<file path="config.mk">
export PLATFORM = sky130hd
export DESIGN_NAME = inst_encoder
export DESIGN_NICKNAME = d
export VERILOG_FILES = /design/src/rtl/inst_encoder_pkg.sv /design/src/rtl/inst_encoder_imm_pack.sv /design/src/rtl/inst_encoder.sv
export SDC_FILE = /design/constraint.sdc
export NUM_CORES = 1
export LEC_CHECK = 0
export CORE_MARGIN = 3
export CORE_UTILIZATION = 50
export DETAILED_ROUTE_END_ITERATION = 10
export PLACE_DENSITY = 0.91
export SLEW_MARGIN = 10
export SYNTH_ARGS = -nofsm -noshare
export SYNTH_HDL_FRONTEND = slang
export SYNTH_SLANG_ARGS = --single-unit
</file>
<file path="constraint.sdc">
create_clock -name clk -period 1.9 [get_ports clk]
set_input_delay 0.38 -clock clk [delete_from_list [all_inputs] [get_ports clk]]
set_output_delay 0.38 -clock clk [all_outputs]
set_load 0.1 [all_outputs]
</file>
<file path="src/rtl/inst_encoder_pkg.sv">
// inst_encoder_pkg: mode codes, opcode constants, request record and sign-extension helper
package inst_encoder_pkg;
  typedef enum logic [2:0] {
    MODE_R     = 3'd0,
    MODE_I     = 3'd1,
    MODE_SHAMT = 3'd2,
    MODE_U     = 3'd3,
    MODE_J     = 3'd4,
    MODE_B     = 3'd5,
    MODE_S     = 3'd6,
    MODE_ILL   = 3'd7
  } mode_e;
  localparam logic [6:0] OP_REG    = 7'h33;
  localparam logic [6:0] OP_IMM    = 7'h13;
  localparam logic [6:0] OP_LUI    = 7'h37;
  localparam logic [6:0] OP_JAL    = 7'h6F;
  localparam logic [6:0] OP_BRANCH = 7'h63;
  localparam logic [6:0] OP_STORE  = 7'h23;
  typedef struct packed {
    logic [2:0]  mode;
    logic [31:0] imm;
    logic [6:0]  opcode;
    logic [2:0]  funct3;
    logic [6:0]  funct7;
    logic [4:0]  rd;
    logic [4:0]  rs1;
    logic [4:0]  rs2;
  } req_t;
  function automatic logic sext_fits(input logic [31:0] v, input int unsigned b);
    logic [31:0] t;
    t = $signed(v) >>> b;
    return (t == '0) || (t == '1);
  endfunction
endpackage

</file>
<file path="src/rtl/inst_encoder_imm_pack.sv">
// imm_pack: packs fields and immediate into an instruction word by mode and flags range/mode errors
module imm_pack
  import inst_encoder_pkg::*;
(
  input  logic [2:0]  mode,
  input  logic [31:0] imm,
  input  logic [6:0]  opcode,
  input  logic [2:0]  funct3,
  input  logic [6:0]  funct7,
  input  logic [4:0]  rd,
  input  logic [4:0]  rs1,
  input  logic [4:0]  rs2,
  output logic [31:0] inst,
  output logic        err
);
  always_comb begin
    inst = '0;
    err  = 1'b0;
    case (mode_e'(mode))
      MODE_R: inst = {funct7, rs2, rs1, funct3, rd, opcode};
      MODE_I: begin
        inst = {imm[11:0], rs1, funct3, rd, opcode};
        err  = !sext_fits(imm, 11);
      end
      MODE_SHAMT: begin
        inst = {funct7, imm[4:0], rs1, funct3, rd, opcode};
        err  = |imm[31:5];
      end
      MODE_U: begin
        inst = {imm[31:12], rd, opcode};
        err  = |imm[11:0];
      end
      MODE_J: begin
        inst = {imm[20], imm[10:1], imm[11], imm[19:12], rd, opcode};
        err  = !sext_fits(imm, 20) || imm[0];
      end
      MODE_B: begin
        inst = {imm[12], imm[10:5], rs2, rs1, funct3, imm[4:1], imm[11], opcode};
        err  = !sext_fits(imm, 12) || imm[0];
      end
      MODE_S: begin
        inst = {imm[11:5], rs2, rs1, funct3, imm[4:0], opcode};
        err  = !sext_fits(imm, 11);
      end
      default: err = 1'b1;
    endcase
  end
endmodule

</file>
<file path="src/rtl/inst_encoder.sv">
// inst_encoder: two-stage valid/ready instruction encoder with range checking and saturating error count
module inst_encoder
  import inst_encoder_pkg::*;
#(
  parameter int ERR_CNT_W = 16
) (
  input  logic                 clk,
  input  logic                 rst,
  input  logic                 in_valid,
  output logic                 in_ready,
  input  logic [2:0]           mode,
  input  logic [31:0]          imm,
  input  logic [6:0]           opcode,
  input  logic [2:0]           funct3,
  input  logic [6:0]           funct7,
  input  logic [4:0]           rd,
  input  logic [4:0]           rs1,
  input  logic [4:0]           rs2,
  output logic                 out_valid,
  input  logic                 out_ready,
  output logic [31:0]          inst,
  output logic                 err,
  output logic [ERR_CNT_W-1:0] err_cnt
);
  req_t        s1;
  logic        s1_valid, s2_valid, s1_load, s2_load, pk_err;
  logic [31:0] pk_inst;
  assign s2_load   = !s2_valid || out_ready;
  assign s1_load   = !s1_valid || s2_load;
  assign in_ready  = !rst && s1_load;
  assign out_valid = s2_valid;
  imm_pack u_pack (
    .mode   (s1.mode),
    .imm    (s1.imm),
    .opcode (s1.opcode),
    .funct3 (s1.funct3),
    .funct7 (s1.funct7),
    .rd     (s1.rd),
    .rs1    (s1.rs1),
    .rs2    (s1.rs2),
    .inst   (pk_inst),
    .err    (pk_err)
  );
  always_ff @(posedge clk) begin
    if (rst) begin
      s1       <= '0;
      s1_valid <= 1'b0;
      s2_valid <= 1'b0;
      inst     <= '0;
      err      <= 1'b0;
      err_cnt  <= '0;
    end else begin
      if (s1_load) begin
        s1_valid <= in_valid;
        if (in_valid) s1 <= {mode, imm, opcode, funct3, funct7, rd, rs1, rs2};
      end
      if (s2_load) begin
        s2_valid <= s1_valid;
        if (s1_valid) begin
          inst <= pk_inst;
          err  <= pk_err;
        end
      end
      if (s2_valid && out_ready && err && !(&err_cnt)) err_cnt <= err_cnt + 1'b1;
    end
  end
endmodule

</file>
==> summary.txt <==
Critical path
  – WS Path Type: reg -> reg
  – Crit path DAT: between 2000 and 2500 ps
  – Worst setup startpoint: s1[40]$_SDFFE_PP0P_
  – R2R Setup Slk: 60 ps
  – Reg2reg start: s1[40]$_SDFFE_PP0P_
  – Endpoint type of the worst setup path: flip-flop
  – Max FO, Critical Path: 3
  – R2R cell count: 5
  – Worst r2r dst: err$_SDFFE_PP0P_
  – CP Launch Type: flip-flop
  – Worst Path Required: between 2000 and 2500 ps

Finish
  – Ant diodes: 0
  – Layout area overhead: 41.6%
  – Multi-input gate area: 0.00278 sq mm
  – Share of cells above drive strength 1: a little under a fifth
  – Final instance area: roughly 0.0076 sq mm
  – Fillers: 678
  – Nets@finish: 858
  – Sequential cell area: 0.00241 sq mm

Die
  – Ports: 122
  – Die area: 0.0120 sq mm
  – Initial Util: 51.6%
  – Rows: 37
  – Die Y-Extent: approximately 110 um
  – Core area: 0.0104 sq mm
  – Chip width: 109 um

GRT
  – Vias in the first global route: 5495
  – Initial antenna violation count: 0
  – Total grt overflow: 0
  – Largest net degree at the start of global routing: 50
  – Tot GR Track Use: ~28%
  – First-pass GRT wire length: 26600 um

Place
  – Port bufs: 121
  – Dpl ws: -139 ps
  – DPL Wire Length: 11100 um
  – Post-DP Area: 0.00698 sq mm
  – Final Wtd Congestion: around 0.9

STA
  – Final worst path period need: 1840 ps
  – WHS: 223 ps
  – Final setup TNS: 0 ps
  – Worst slew pin tran: 402 ps
  – Final Worst Setup Slack: 58.4 ps
  – Count of final hold-check violations: 0
  – Tcrit/Tclk final: 96.9%
  – Max frequency: 543 MHz
  – RSZ-0062 raised after global routing: no
  – Layout Skew: 11.8 ps
  – Pins over their slew limit: 0
  – Setup violators final: 0
  – Slew margin rel.: 73.0%

Power and ir drop
  – Leakage power: around 2.9 nW
  – Worst ir drop on vdd: ~0.54 mV
  – Power per Cell Area: 898 mW/mm^2

Clocking
  – CTS tree: yes
  – CTS HTree Levels: 4
  – Clock buffer depth: 2
  – CTS buffer count: 17
  – CTS Hold Bufs: 0
  – Clock root cell: clkbuf_8
  – CTS clk-pin slew, worst paths: 70 ps
  – Clk sinks: 118
  – Clk Latency, worst-skew pair: approximately 520 ps

Routing
  – DRC: 0
  – First drt pass iteration count: 9
  – Total Routed Length: 16900 um
  – Drt wl/cell: 18.1 um
  – Via density: 6.05
  – Total number of vias: 5660
  – ANT nets after route: 0
  – Initial drt markers: 751

Yosys
  – Cell count after synthesis: 669
  – Yosys warnings: 0
  – Post-Syn Area: 0.00535 sq mm
  – Sequential share of the synthesized area: roughly 44%
  – Yosys reg bits: 118
  – Syn_nets: ~740
  – Asr flop ratio synth: 0%
  – Top_reg_cell synth: dfxtp_1
  – Number of synthesized flops with an enable pin: 0
  – Synthesized area per cell: 8.00 sq um
  – Synth unique cells: 52

Min path
  – WHS Path Cells: 2
  – Hold_sp: rst
  – Hold Path End: err_cnt[7]$_SDFFE_PP0P_
  – Worst hold path type: in -> reg

Flow run
  – Max-Cap Viols: 0

Outcome
  – Status: complete, no violations
cell usage after synthesis, types with 3 or more instances:
library cell,n,area share (%)
nand2_1,161,11
dfxtp_1,118,44
a21oi_1,100,9.3
nor2_1,42,2.9
clkbuf_1,31,2.2
a22oi_1,21,2.9
nand3_1,14,1.3
nor2b_1,13,1.5
buf_2,12,1.1
mux2i_1,12,2.2
o21ai_0,11,1.0
a221oi_1,9,1.5
and3_1,9,1.1
nand4_1,9,1.1
a211o_1,8,1.3
nor3_1,8,0.75
xor2_1,7,1.1
nand2b_1,6,0.70
nor4_1,6,0.70
o2bb2ai_1,6,0.98
a21boi_0,5,0.70
a2bb2oi_1,5,0.82
a31oi_1,5,0.58
buf_1,5,0.35
mux4_2,5,2.1
a211oi_1,4,0.56
and2_1,4,0.47
inv_1,3,0.21
or4_1,3,0.42
how the worst max path moves through the flow:
stage	endpoint	cells past startpoint
after floorplan	in_ready	2
after global placement	err_cnt[11]$_SDFFE_PP0P_	5
after detailed placement	err_cnt[11]$_SDFFE_PP0P_	5
after CTS	in_ready	4
after global routing	err$_SDFFE_PP0P_	5
final	err$_SDFFE_PP0P_	5
power breakdown:
| group | total (mW) | switching [mW] | internal (mW) |
|---|---|---|---|
| clock network | 3.14 | 1.20 | 1.94 |
| registers | 2.68 | 0.113 | 2.57 |
| logic | 0.983 | 0.575 | 0.408 |
what timing repair did:
action | CTS | global route
endpoints found under the setup margin | 1 | 1
pin swaps | 1 | 1
buffers inserted | 0 | 1
gates resized for setup | 3 | 1
critical path, cell delays in order (launching register included):
cell and delay, ps:
dfxtp_1 330, or4_1 510, nor4_1 280, o22ai_1 150, a221oi_1 310, o311ai_1 120
sequential cells by signal, summed over array words and instances (netlist names):
| register | count |
|---|---|
| s1_valid | 1 |
| s1 | 67 |
| err_cnt | 16 |
| err | 1 |
| out_valid | 1 |
| inst | 32 |
layout by cell type (no fill, tap or decap), drive strengths merged, types with 6 or more instances in the layout:
cell type / count
a211o: 8
a21oi: 100
a221oi: 9
a22oi: 21
and3: 9
buf: 79
clkbuf: 20
clkdlybuf4s50: 68
clkinv: 6
dfxtp: 118
inv: 7
mux2i: 12
nand2: 161
nand2b: 6
nand3: 14
nand4: 10
nor2: 42
nor2b: 13
nor3: 8
nor4: 7
o21ai: 12
o2bb2ai: 6
xor2: 7
kinds of logic (layout without fill, tap and decap cells):
family                   after synthesis  count (layout)  share of synthesized area [%]
adder cells (fa/ha/maj)                1               1                          0.234
AND/OR/NAND/NOR                      285             285                           24.0
buffers and inverters                 54             184                           4.21
flip-flops                           118             118                           44.1
XOR/XNOR                               9               9                           1.47
AO/OA/AOI/OAI                        184             184                           21.4
multiplexers                          18              18                           4.56
final cells by class:
| cell class | instances | area share, % |
|---|---|---|
| clock buffers | 20 | 6.31 |
| clock inverters | 12 | 1.49 |
| inverters | 4 | 0.198 |
| multi-input cells | 497 | 36.7 |
| flip-flops and latches | 118 | 31.8 |
| well taps | 136 | 2.24 |
| repair buffers | 148 | 21.2 |
through the flow:
step | power [mW] | util [%] | instances
floorplan | 3.28 | - | 669
CTS | 6.79 | 73.1 | 935
global route | 7.00 | 73.1 | 935
finish | 6.81 | 73.1 | 935
global placement | 3.65 | 67.3 | 903
detailed placement | 3.68 | 67.3 | 903
layer usage:
metal	vias up	routed length (um)	global-route usage [%]
met2	379	8220	46.9
met4	0	558	12.2
met5	-	0	0
met1	2613	6590	34.5
met3	70	1580	6.64
li1	2598	-	-
No activity file was read; power rests on OpenSTA's default activity.
